==> config.mk <==
export PLATFORM = sky130hd
export DESIGN_NAME = led_mode_ctrl
export DESIGN_NICKNAME = d
export VERILOG_FILES = /design/src/rtl/led_mode_ctrl.sv
export SDC_FILE = /design/constraint.sdc
export NUM_CORES = 1
export LEC_CHECK = 0
export BUFFER_PORTS_ARGS = -buffer_cell sky130_fd_sc_hd__buf_2
export CORE_MARGIN = 2
export CORE_UTILIZATION = 35
export CTS_CLUSTER_SIZE = 28
export DETAILED_ROUTE_END_ITERATION = 16
export GPL_ROUTABILITY_DRIVEN = 0
export GPL_TIMING_DRIVEN = 1
export PLACE_DENSITY = 0.57
export SYNTH_ARGS = -nofsm -noshare
export SYNTH_HDL_FRONTEND = slang
export SYNTH_SLANG_ARGS = --single-unit
==> constraint.sdc <==
create_clock -name clk -period 2.1 [get_ports clk]
set_input_delay 0.21 -clock clk [delete_from_list [all_inputs] [get_ports clk]]
set_output_delay 0.21 -clock clk [all_outputs]
set_load 0.02 [all_outputs]
==> src/rtl/led_mode_ctrl.sv <==
// Push-button mode selector for the 8-LED bank: synchronizes and debounces the button,
// cycles BLINK/SHIFT/PINGPONG/COUNT on each press and steps the pattern from a prescaler.
module led_mode_ctrl #(
  parameter int STEP_DIV        = 2_500_000,
  parameter int DEBOUNCE_CYCLES = 100_000
) (
  input  logic       clk,
  input  logic       rst,
  input  logic       push_button,
  output logic [7:0] led,
  output logic [1:0] mode,
  output logic       step_tick
);

  localparam int PW = (STEP_DIV > 2) ? $clog2(STEP_DIV) : 1;
  localparam int DW = (DEBOUNCE_CYCLES > 2) ? $clog2(DEBOUNCE_CYCLES) : 1;
  localparam logic [PW-1:0] PRESC_LAST = PW'(STEP_DIV - 1);
  localparam logic [DW-1:0] DB_LAST    = DW'(DEBOUNCE_CYCLES - 1);

  typedef enum logic [1:0] {
    MODE_BLINK    = 2'd0,
    MODE_SHIFT    = 2'd1,
    MODE_PINGPONG = 2'd2,
    MODE_COUNT    = 2'd3
  } mode_e;

  logic          r_sync1;
  logic          r_sync2;
  logic [DW-1:0] r_dbCount;
  logic          r_dbLevel;
  logic          r_dbLevelPrev;
  logic [PW-1:0] r_presc;
  mode_e         r_state;
  logic [7:0]    r_led;
  logic          r_dirRight;

  logic          w_press;
  logic          w_prescTerm;
  mode_e         w_stateNext;
  logic [7:0]    w_ledNext;
  logic          w_dirNext;
  logic [PW-1:0] w_prescNext;

  // The level flips on the cycle the counter would reach DEBOUNCE_CYCLES, so the
  // counter itself never needs to hold that value.
  always_ff @(posedge clk or negedge rst) begin
    if (!rst) begin
      r_sync1       <= 1'b0;
      r_sync2       <= 1'b0;
      r_dbCount     <= '0;
      r_dbLevel     <= 1'b0;
      r_dbLevelPrev <= 1'b0;
    end else begin
      r_sync1       <= push_button;
      r_sync2       <= r_sync1;
      r_dbLevelPrev <= r_dbLevel;
      if (r_sync2 == r_dbLevel) begin
        r_dbCount <= '0;
      end else if (r_dbCount == DB_LAST) begin
        r_dbCount <= '0;
        r_dbLevel <= r_sync2;
      end else begin
        r_dbCount <= r_dbCount + 1'b1;
      end
    end
  end

  assign w_press     = r_dbLevel & ~r_dbLevelPrev;
  assign w_prescTerm = (r_presc == PRESC_LAST);

  always_ff @(posedge clk or negedge rst) begin
    if (!rst) begin
      r_state    <= MODE_BLINK;
      r_led      <= 8'h00;
      r_dirRight <= 1'b0;
      r_presc    <= '0;
    end else begin
      r_state    <= w_stateNext;
      r_led      <= w_ledNext;
      r_dirRight <= w_dirNext;
      r_presc    <= w_prescNext;
    end
  end

  // A press outranks a coinciding terminal count: the step is dropped and the prescaler restarts.
  always_comb begin
    w_stateNext = r_state;
    w_ledNext   = r_led;
    w_dirNext   = r_dirRight;
    w_prescNext = w_prescTerm ? '0 : r_presc + 1'b1;
    if (w_press) begin
      w_prescNext = '0;
      w_dirNext   = 1'b0;
      case (r_state)
        MODE_BLINK: begin
          w_stateNext = MODE_SHIFT;
          w_ledNext   = 8'h01;
        end
        MODE_SHIFT: begin
          w_stateNext = MODE_PINGPONG;
          w_ledNext   = 8'h01;
        end
        MODE_PINGPONG: begin
          w_stateNext = MODE_COUNT;
          w_ledNext   = 8'h00;
        end
        default: begin
          w_stateNext = MODE_BLINK;
          w_ledNext   = 8'h00;
        end
      endcase
    end else if (w_prescTerm) begin
      case (r_state)
        MODE_BLINK: w_ledNext = ~r_led;
        MODE_SHIFT: w_ledNext = {r_led[6:0], r_led[7]};
        MODE_PINGPONG: begin
          w_ledNext = r_dirRight ? {1'b0, r_led[7:1]} : {r_led[6:0], 1'b0};
          if (w_ledNext == 8'h80) begin
            w_dirNext = 1'b1;
          end else if (w_ledNext == 8'h01) begin
            w_dirNext = 1'b0;
          end
        end
        default: w_ledNext = r_led + 8'd1;
      endcase
    end
  end

  assign led       = r_led;
  assign mode      = r_state;
  assign step_tick = w_prescTerm & ~w_press;

endmodule

==> results.json <==
{
  "fin_crit_sh_pct": 92.3,
  "async_flop_share_pct": 100,
  "ys.flop_type": "dfrtp_1",
  "irDropWorstVdd_mv": 0.274,
  "syn_nets": 342,
  "max_freq_mhz": 516,
  "htree_levels": 2,
  "ys_types": 54,
  "seq_area_frac_synth_pct": 43.2,
  "p_leak_nw": 1.43,
  "timing.slew.headroom_pct": 59.1,
  "grt_usage_pct": 15.4,
  "die_x_um": 98.6,
  "row_count": 34,
  "finClkSkew_ns": 0.00953,
  "placed_cell_area_sq_um": 3410,
  "arrival_ns": 2.14,
  "die_y_um": 98.6,
  "dr_total_vias": 2614,
  "cts_inserted_buffers": 5,
  "final_area_sq_um": 3600,
  "syn_inst": 332,
  "drc": 0,
  "drive_gt1_share_pct": 16.4,
  "cts_root_buf": "clkbuf_8",
  "slowest_stage": "dfrtp_1",
  "worst_setup_path_start_kind": "register",
  "max_stage_delay_ns": 0.41,
  "dp_hpwl_um": 5050,
  "endpoint_kind": "register",
  "clockBufferDepth": 2,
  "outcome": "complete, no violations",
  "crit_chain": "ha_2, and4_1, nand3_1, or2_2, a311o_1",
  "final_util_pct": 41.5,
  "hold_violations": 0,
  "grt_max_degree": 31,
  "drtPass1Iterations": 5,
  "portBuffers": 13,
  "antenna_found_initial": 0,
  "min_path_type": "reg -> reg",
  "ys_warn_count": 0,
  "grt_pass1_vias": 2533,
  "pin_count": 14,
  "dpl_worst_slack_ns": 0.162,
  "fillCellCount": 871,
  "drt-wirelength-per-cell_um": 15.1,
  "synth_edf_count": 0,
  "syn-cell-area_sq_um": 3130,
  "numClockSinks": 54,
  "cts_tree": "done",
  "viasPerCell": 5.59,
  "crit_fanout": 6,
  "setup_viol": 0,
  "start_util_pct": 36.1,
  "dieArea_sq_um": 9710,
  "layout_setup_ws_ns": 0.161,
  "grt_pass1_wl_um": 12500,
  "drt_wl_total_um": 7080,
  "drtAntennaViolNets": 0,
  "drt_iter0_drc": 168,
  "report.final.slew_viol_count": 0,
  "core_area_sq_um": 8680,
  "clk_latency_ns": 0.31,
  "maxCapViolations": 0,
  "fin_crit_ns": 1.94,
  "path_class": "reg -> reg",
  "tightestPinTransition_ns": 0.613,
  "p_total_mw": 1.81,
  "syn_to_final_growth_pct": 15.1,
  "n_antenna_cell": 0,
  "cts.clk_slew.worst_paths_ns": 0.10,
  "grt_overflow": 0,
  "nNetsFinal": 369,
  "worstPathRequired_ns": 2.30,
  "ys_seq_elements": 54,
  "power_density_nw_per_um2": 502,
  "synth.avg_cell_area_sq_um": 9.43
}
[routing by layer]
| metal | up-vias | share of wire (%) | global-route usage [%] |
|---|---|---|---|
| met4 | 0 | 1.1 | 4.53 |
| met3 | 6 | 3.7 | 2.34 |
| met5 | - | 0 | 0 |
| met2 | 55 | 46 | 24.5 |
| met1 | 1268 | 49 | 21.8 |
| li1 | 1285 | - | - |
[flip-flops by register name, indices dropped and copies added (netlist names)]
| signal | cells |
|---|---|
| r_presc | 22 |
| r_dbCount | 17 |
| led | 8 |
| mode | 2 |
| r_dbLevel | 1 |
| r_dbLevelPrev | 1 |
| r_dirRight | 1 |
| r_sync1 | 1 |
| r_sync2 | 1 |
[final timing paths]
kind                       startpoint             to  slack (ns)  depth (start not counted)
min reg2reg                   r_sync1        r_sync2        0.39                          0
max reg2reg                r_presc[0]         led[2]        0.16                          5
min in group asynchronous         rst  r_dbCount[11]        0.43                          2
max                        r_presc[0]         led[2]        0.16                          5
max in group asynchronous         rst     r_presc[9]        1.09                          3
min                           r_sync1        r_sync2        0.39                          0
[Yosys cell counts (3+ instances only)]
library cell	count	share of area, %
a211oi_1	4	0.96
mux2i_1	5	1.6
ha_1	7	2.8
buf_2	3	0.48
clkbuf_1	11	1.3
mux2_2	3	1.1
inv_1	11	1.3
or3_1	8	1.6
and3_1	5	1.0
nand2_1	22	2.6
nand2b_1	3	0.60
nor4bb_1	4	1.3
nor3_1	4	0.64
dfrtp_1	54	43
a31oi_1	5	1.0
nor2b_1	3	0.60
o31ai_1	7	1.7
o221ai_1	3	0.84
nand3_1	15	2.4
and2_1	3	0.60
nor2_1	33	4.0
or4_1	6	1.4
and4_1	7	2.0
nor4_1	6	1.2
nand4_1	12	2.4
xnor2_1	9	2.5
nor4b_1	4	1.1
a21oi_1	18	2.9
xor2_1	15	4.2
o21ai_0	11	1.8
[final cells by class]
class	count	area (sq um)	area share, %
timing repair buffer	36	268	7.44
inverter	11	41.3	1.15
tap	108	135	3.75
sequential	54	1350	37.6
clock buffer	5	68.8	1.91
multi-input combinational	251	1690	46.9
clock inverter	3	47.5	1.32
[repair_timing]
action | 4_1_cts | 5_1_grt
hold endpoints to repair | 25 | 0
hold buffers | 2 | 0
setup buffers | 0 | 3
gates resized for setup | 0 | 6
endpoints found under the setup margin | 0 | 1
[through the flow]
stage / hold WS [ns] / TNS (ns) / std cells
after floorplan: -0.0856 / 0 / 332
after global placement: 0.270 / 0 / 455
after detailed placement: 0.272 / 0 / 455
after CTS: 0.396 / 0 / 465
after global routing: 0.395 / -0.0879 / 468
final: 0.389 / 0 / 468
[cells in the final DEF, fill, tap and decap left out, types with 3 or more instances in the layout]
| cell | netlist | final |
|---|---|---|
| and4_1 | 7 | 7 |
| nand2b_1 | 3 | 3 |
| o221ai_1 | 3 | 3 |
| and3_1 | 5 | 5 |
| nor3_1 | 4 | 4 |
| nor4bb_1 | 4 | 3 |
| inv_1 | 11 | 11 |
| nor4b_1 | 4 | 3 |
| a211oi_1 | 4 | 4 |
| mux2_2 | 3 | 3 |
| xor2_1 | 15 | 15 |
| a21oi_1 | 18 | 18 |
| xnor2_1 | 9 | 9 |
| mux2i_1 | 5 | 5 |
| ha_1 | 7 | 6 |
| nor2_1 | 33 | 33 |
| or4_1 | 6 | 6 |
| o31ai_1 | 7 | 7 |
| dfrtp_1 | 54 | 53 |
| or3_1 | 8 | 8 |
| and2_1 | 3 | 3 |
| a31oi_1 | 5 | 5 |
| nor4_1 | 6 | 5 |
| buf_4 | 0 | 19 |
| nand3_1 | 15 | 15 |
| nand4_1 | 12 | 12 |
| o21ai_0 | 11 | 11 |
| clkbuf_8 | 0 | 5 |
| buf_2 | 3 | 13 |
| nor2b_1 | 3 | 3 |
| nand2_1 | 22 | 22 |
[logic make-up (layout without fill, tap and decap cells)]
logic type	count (synthesis)	in the layout	synth area share (%)
AOI/OAI and AO/OA	69	69	15.2
xor gates and xnor gates	24	24	6.72
adders and majority gates	7	7	2.80
buffers and inverters	27	55	3.84
DFF	54	54	43.2
muxes	8	8	2.68
and+or+nand+nor	143	143	25.6
[power breakdown]
| part | leakage (nW) | switching, mW | internal, mW |
|---|---|---|---|
| registers | 0.731 | 0.00473 | 1.05 |
| clock network | 0.0587 | 0.351 | 0.362 |
| logic | 0.641 | 0.0310 | 0.0141 |
[critical path, delay by kind of cell, from the launching register on]
kind | cells | cell delay (ns)
AND/OR/NAND/NOR | 3 | 0.85
adder cells (fa/ha/maj) | 1 | 0.23
flip-flops | 1 | 0.41
AO/OA/AOI/OAI | 1 | 0.35
No activity file was read; power rests on OpenSTA's default activity.
